==> src/rtl/branch_resolve_unit.sv <==
// Carries BTB predictions from IF to MEM and resolves them against the real outcome.
// Drives next-PC select, flush, BTB update operands and saturating branch statistics.
module branch_resolve_unit #(
    parameter int INDEX_WIDTH = 6
) (
    input  logic                      clk_i,
    input  logic                      rst_ni,
    input  logic                      stall_i,
    input  logic                      IF_btb_hit_i,
    input  logic [31:0]               IF_btb_rd_target_i,
    input  logic [31:0]               EXMEM_pc_i,
    input  logic                      EXMEM_is_jmp_i,
    input  logic                      EXMEM_br_taken_i,
    input  logic [31:0]               EXMEM_br_target_i,
    output logic [1:0]                pc_sel_o,
    output logic [31:0]               redirect_pc_o,
    output logic                      flush_o,
    output logic                      EXMEM_btb_hit_o,
    output logic                      EXMEM_is_jmp_o,
    output logic [INDEX_WIDTH-1:0]    EXMEM_btb_wr_index_o,
    output logic [32-INDEX_WIDTH-3:0] EXMEM_btb_wr_tag_o,
    output logic [31:0]               EXMEM_btb_wr_target_o,
    output logic [31:0]               branch_cnt_o,
    output logic [31:0]               mispredict_cnt_o
);

    typedef struct packed {
        logic        valid;
        logic        hit;
        logic [31:0] target;
    } meta_t;

    meta_t id_q;
    meta_t ex_q;
    meta_t mem_q;

    logic [31:0] branch_cnt_q;
    logic [31:0] mispredict_cnt_q;

    logic        mispredict;
    logic        use_br_target;
    logic [31:0] pc_plus4;
    logic        advance;

    assign pc_plus4 = EXMEM_pc_i + 32'd4;
    assign advance  = ~stall_i;

    always_comb begin
        mispredict    = 1'b0;
        use_br_target = 1'b0;
        if (mem_q.valid) begin
            unique case (1'b1)
                mem_q.hit & EXMEM_is_jmp_i & EXMEM_br_taken_i: begin
                    mispredict    = (mem_q.target != EXMEM_br_target_i);
                    use_br_target = 1'b1;
                end
                mem_q.hit & ~(EXMEM_is_jmp_i & EXMEM_br_taken_i): begin
                    mispredict = 1'b1;
                end
                ~mem_q.hit & EXMEM_is_jmp_i & EXMEM_br_taken_i: begin
                    mispredict    = 1'b1;
                    use_br_target = 1'b1;
                end
                default: begin
                    mispredict = 1'b0;
                end
            endcase
        end
    end

    always_comb begin
        pc_sel_o      = {IF_btb_hit_i, 1'b0};
        redirect_pc_o = 32'd0;
        if (mispredict) begin
            pc_sel_o      = {use_br_target, 1'b1};
            redirect_pc_o = use_br_target ? EXMEM_br_target_i : pc_plus4;
        end
    end

    assign flush_o               = mispredict & ~stall_i;
    assign EXMEM_btb_hit_o       = mem_q.valid & mem_q.hit;
    assign EXMEM_is_jmp_o        = mem_q.valid & EXMEM_is_jmp_i;
    assign EXMEM_btb_wr_index_o  = EXMEM_pc_i[INDEX_WIDTH+1:2];
    assign EXMEM_btb_wr_tag_o    = EXMEM_pc_i[31:INDEX_WIDTH+2];
    assign EXMEM_btb_wr_target_o = EXMEM_br_target_i;
    assign branch_cnt_o          = branch_cnt_q;
    assign mispredict_cnt_o      = mispredict_cnt_q;

    // A flush turns the three younger slots into bubbles; the MEM op retires.
    always_ff @(posedge clk_i or negedge rst_ni) begin
        if (!rst_ni) begin
            id_q  <= '0;
            ex_q  <= '0;
            mem_q <= '0;
        end else if (advance) begin
            if (flush_o) begin
                id_q  <= '0;
                ex_q  <= '0;
                mem_q <= '0;
            end else begin
                id_q  <= '{valid: 1'b1, hit: IF_btb_hit_i,
                           target: IF_btb_rd_target_i};
                ex_q  <= id_q;
                mem_q <= ex_q;
            end
        end
    end

    always_ff @(posedge clk_i or negedge rst_ni) begin
        if (!rst_ni) begin
            branch_cnt_q     <= 32'd0;
            mispredict_cnt_q <= 32'd0;
        end else if (advance && mem_q.valid) begin
            if (EXMEM_is_jmp_i && branch_cnt_q != 32'hFFFF_FFFF) begin
                branch_cnt_q <= branch_cnt_q + 32'd1;
            end
            if (mispredict && mispredict_cnt_q != 32'hFFFF_FFFF) begin
                mispredict_cnt_q <= mispredict_cnt_q + 32'd1;
            end
        end
    end

endmodule

==> config.mk <==
export PLATFORM = sky130hd
export DESIGN_NAME = branch_resolve_unit
export DESIGN_NICKNAME = d
export VERILOG_FILES = /design/src/rtl/branch_resolve_unit.sv
export SDC_FILE = /design/constraint.sdc
export NUM_CORES = 1
export LEC_CHECK = 0
export CAP_MARGIN = 20
export CORE_ASPECT_RATIO = 1.5
export CORE_MARGIN = 2
export CORE_UTILIZATION = 35
export DETAILED_ROUTE_END_ITERATION = 16
export PLACE_DENSITY = 0.71
export SETUP_SLACK_MARGIN = 0.1
export SLEW_MARGIN = 10
export SYNTH_ARGS = -nofsm -noshare
export SYNTH_HDL_FRONTEND = slang
export SYNTH_SLANG_ARGS = --single-unit
==> constraint.sdc <==
create_clock -name clk_i -period 5 [get_ports clk_i]
set_input_delay 0.5 -clock clk_i [delete_from_list [all_inputs] [get_ports clk_i]]
set_output_delay 0.5 -clock clk_i [all_outputs]
set_load 0.03 [all_outputs]
* Yosys cells after proc, flatten, opt, wreduce, memory -nomap -nowiden
Index checks and enable logic that the tools add are counted.
** Storage, ports and cells
- Flip-flop bits (word level) :: 166
- Bits of input ports :: 102
- Output and inout port bits :: 163
- Word-level logic and storage cells :: 46
** Cells by class
- Add/sub/neg operators :: 3
- Equality and inequality tests :: 3
- Mux-type cells :: 10
- Bitwise operators :: 12
- Reduce and logical (&&, ||, !) cells :: 7
** Operator list (number)
- 34-bit 2-to-1 mux :: 3
- 32-bit by 1-bit adder with 32-bit output, second input constant :: 2
- 32-bit 2-to-1 mux :: 2
- 32-bit inequality test, second input constant :: 2
- 32-bit by 3-bit adder with 32-bit output, second input constant :: 1
- 32-bit inequality test :: 1
- 1-bit bitwise AND :: 9
- 2-bit AND reduction :: 2
- 2-bit OR reduction :: 2
- 1-bit logical AND :: 3
- 1-bit 2-to-1 mux :: 3
- 1-bit NOT :: 3
- 2-bit 2-to-1 mux :: 1
- 1-bit one-hot mux with 2 select lines :: 1

* Logic depth before layout (Yosys ltp)
- Word-level depth :: 8
- Depth in mapped cells :: 10
- Mapped depth without buffers :: 7

* Least setup slack after synthesis
OpenSTA, ideal clock, no wires.
- Path kind :: input port to output port
- Start point :: input port EXMEM_pc_i[9]
- End point :: output port redirect_pc_o[26]
- Data arrival time :: 2.211 ns
- Required time :: 4.500 ns
- Setup slack :: 2.289 ns
- Cell stages on the path :: 6
- Cell sequence :: and3_1 -> nand3_1 -> nor3_1 -> nand4_1 -> xor2_1 -> a211oi_1
** On the way
- Cells in the longest elaborated chain, start to end :: 3
** RTL lines
- start: declaration :: line 11 : input logic [31:0] EXMEM_pc_i,
- 32-bit by 3-bit adder with 32-bit output :: line 45 : assign pc_plus4 = EXMEM_pc_i + 32'd4;
- 32-bit 2-to-1 mux :: line 76 : redirect_pc_o = use_br_target ? EXMEM_br_target_i : pc_plus4;
- 32-bit 2-to-1 mux :: line 74 : if (mispredict) begin
- end: declaration :: line 16 : output logic [31:0] redirect_pc_o,
Every way passes these cells.

* Worst setup path in the final report
- Start point :: input port EXMEM_br_target_i[5]
- End point :: output port pc_sel_o[1]
** On the way
- Cells in the longest elaborated chain, start to end :: 4
** RTL lines
- start: declaration :: line 14 : input logic [31:0] EXMEM_br_target_i,
- 32-bit inequality test :: line 54 : mispredict = (mem_q.target != EXMEM_br_target_i);
- 1-bit one-hot mux with 2 select lines :: line 52 : unique case (1'b1)
- 1-bit 2-to-1 mux :: line 51 : if (mem_q.valid) begin
- 2-bit 2-to-1 mux :: line 74
- end: declaration :: line 15 : output logic [1:0] pc_sel_o,
Every way passes these cells.

==> run metrics <==
setup slack after layout=0.790 ns; router iterations before antenna repair=5; Seq cells post-synth=166; row count=72; status=complete, no violations; top cell type's share of synthesized area=45.3%; crit path max fanout=35; switching pwr=1.17 mW; Setup violations, final=0; commonest non-fill, non-tap cells in the layout=clkdlybuf4s50_1, dfrtp_1, nand2_1, nand2b_1, o21ai_0; pre-CTS setup slack=0.775 ns; LEAKAGE=5.02 nW; Max Buffers Root-to-Sink=2; post_cts resized=0; Flop pwr share=42.5%; area of the die=0.0275 mm²; Max VDD drop=0.214 mV; DPL Wire Length=18700 µm; Core ar.=0.0258 mm²; total CTS buffers=17; Clock Sink Count=166; max-slew violations=0; worst r2r src=mem_q[5]$_DFFE_PN0N_; RSZ-0062 raised after global routing=no; synthesized area per cell=9.05 µm²; antenna violations before repair=0; Port Buffers=264; logic gate share of total power=23.6%; DR iter-0 viols=441; most common cell after layout, fill and taps aside=clkdlybuf4s50_1; Layout Area Growth over Synthesis=33.0%; Fmax achieved=238 MHz; Top FF cell, synth=dfrtp_1; starting density of the core=35.6%; clock-pin slew on the worst setup and hold paths=0.06 ns; # hold bufs at CTS=0; switching share of total power=30.2%; vias in the first global route=7412; Ys Warns=0; Clock Skew=0.00742 ns; gr busiest metal=met2; critical path class=input port to output pin; Reg2Reg Capture Point=ex_q[18]$_DFFE_PN0N_; Design Area, Final=0.0122 mm²; Clock Power Share=33.8%; antenna-violating nets left=0; first-pass GRT wire length=39900 µm; Worst Path Required=4.50 ns; Power Internal=2.70 mW; postcts setup bufs=0; Routed Wire Length=25200 µm; Hold Slack=0.104 ns; Post-synth EDFFs=0; dominant cell type by area after synthesis=dfrtp_1; Overflow after GRT=0; Reg2Reg Setup Slack=2.27 ns; Post-Syn Nets=1117; placed inst area=0.0116 mm²; ys async rst share=100%; Total Routing Usage GR=18.4%; pin count of the biggest net entering global routing=108; Final TNS setup=0 ns; PD cells=318 mW/mm²; Hold Violations, Final=0; sequential area share after synthesis=45.3%; layout cells sized above 1=4.51%; drt wl/cell=16.5 µm; gpl congestion=0.823; met3 usage=2.93%; Synth Cell Area=0.00916 mm²; I/O pins=265; grt met1 use=23.2%; HP Class=input port to async pin; post-synth cell types=46; Vias/cell=4.90; Final period util=84.2%; Synth area leaders=dfrtp_1, nand2b_1, xnor2_1; actual slew at the worst max-slew pin=0.888 ns; DRC=0; crit path launch type=input port; worst endpoint data arrival time=3.71 ns; Clk Latency, worst-skew pair=0.43 ns; max-cap viol count=0; Post-Synthesis Cells=1012; Die X-Extent=136 µm; Ant. Diodes=0; CTS tree=done; Critical Path End Type=output pin; M2 GR Usage=31.0%; Final min period=4.21 ns; Max-slew headroom=40.8%; Die Height=202 µm; H-tree depth=4; Nets=1291; R2R cell count=8; via count=7496; Pwr Total=3.87 mW; CTS root buf=clkbuf_16
-- how the worst max path moves through the flow --
stage	from	endpoint	slack, ns	cells after the start
4_1_cts	EXMEM_br_target_i[5]	pc_sel_o[1]	0.77	9
5_1_grt	EXMEM_br_target_i[5]	pc_sel_o[1]	0.60	9
6_report	EXMEM_br_target_i[5]	pc_sel_o[1]	0.79	9
3_3_place_gp	EXMEM_br_target_i[5]	pc_sel_o[1]	0.74	9
2_1_floorplan	EXMEM_pc_i[9]	redirect_pc_o[26]	2.29	6
3_5_place_dp	EXMEM_br_target_i[5]	pc_sel_o[1]	0.78	9
-- Yosys cell counts, types with 2 or more instances --
| library cell | n |
|---|---|
| xor2_1 | 54 |
| and2_1 | 2 |
| clkbuf_1 | 48 |
| and3_1 | 17 |
| nor3_1 | 19 |
| o21ai_0 | 102 |
| nand2_1 | 143 |
| a211oi_1 | 28 |
| xnor2_1 | 68 |
| nand3_1 | 29 |
| nor3b_1 | 3 |
| or4_1 | 4 |
| a21oi_1 | 8 |
| ha_1 | 3 |
| nor4_1 | 14 |
| nor4b_1 | 3 |
| dfrtp_1 | 166 |
| and4_1 | 13 |
| buf_2 | 2 |
| nand2b_1 | 103 |
| buf_4 | 64 |
| nor2_1 | 55 |
| nand4_1 | 32 |
| inv_1 | 10 |
-- power groups by stage --
stage | combinational, mW | clock, mW | sequential, mW
after floorplan | 0.495 | 0 | 1.69
after global placement | 0.914 | 0 | 1.66
after detailed placement | 0.926 | 0 | 1.67
after CTS | 0.929 | 1.34 | 1.65
after global routing | 0.998 | 1.39 | 1.67
final | 0.915 | 1.31 | 1.65
-- per-layer routing --
metal / up-vias / routed length, µm
li1: 3707 / -
met1: 3542 / 10500
met2: 209 / 12800
met3: 38 / 1100
met4: 0 / 753
met5: - / 0
-- area by class of cell --
type,instances,area [µm²]
fill,2494,13600
multi-input combinational,719,4280
sequential,166,4150
timing repair buffer,272,2700
clock buffer,22,494
tap,333,417
clock inverter,8,97.6
inverter,10,37.5
-- stage by stage --
stage               util (%)  instances
finish                  47.3       1530
global route            47.3       1530
CTS                     47.3       1530
detailed placement      45.0       1500
global placement        45.0       1500
floorplan                  -       1012
-- worst max-delay path: stages --
cell	delay [ns]
clkdlybuf4s50_1	0.52
xnor2_1	0.44
nand4_1	0.16
nor4_1	0.48
and3_1	0.29
buf_4	0.35
o21ai_0	0.15
o21ai_0	0.11
clkdlybuf4s50_1	0.70
-- cell families after synthesis --
kind of cell / after synthesis / synth area share [%]
and+or+nand+nor: 451 / 25.7
AOI/OAI and AO/OA: 141 / 8.56
muxes: 2 / 0.287
xor gates and xnor gates: 122 / 11.7
adders and majority gates: 3 / 0.410
DFF: 166 / 45.3
buffers and inverters: 127 / 7.98
-- flip-flops by register name (all words and copies together) (netlist names) --
register          cells
ex_q                 34
branch_cnt_o         32
id_q                 34
mem_q                34
mispredict_cnt_o     32
No activity file was read; power rests on OpenSTA's default activity.
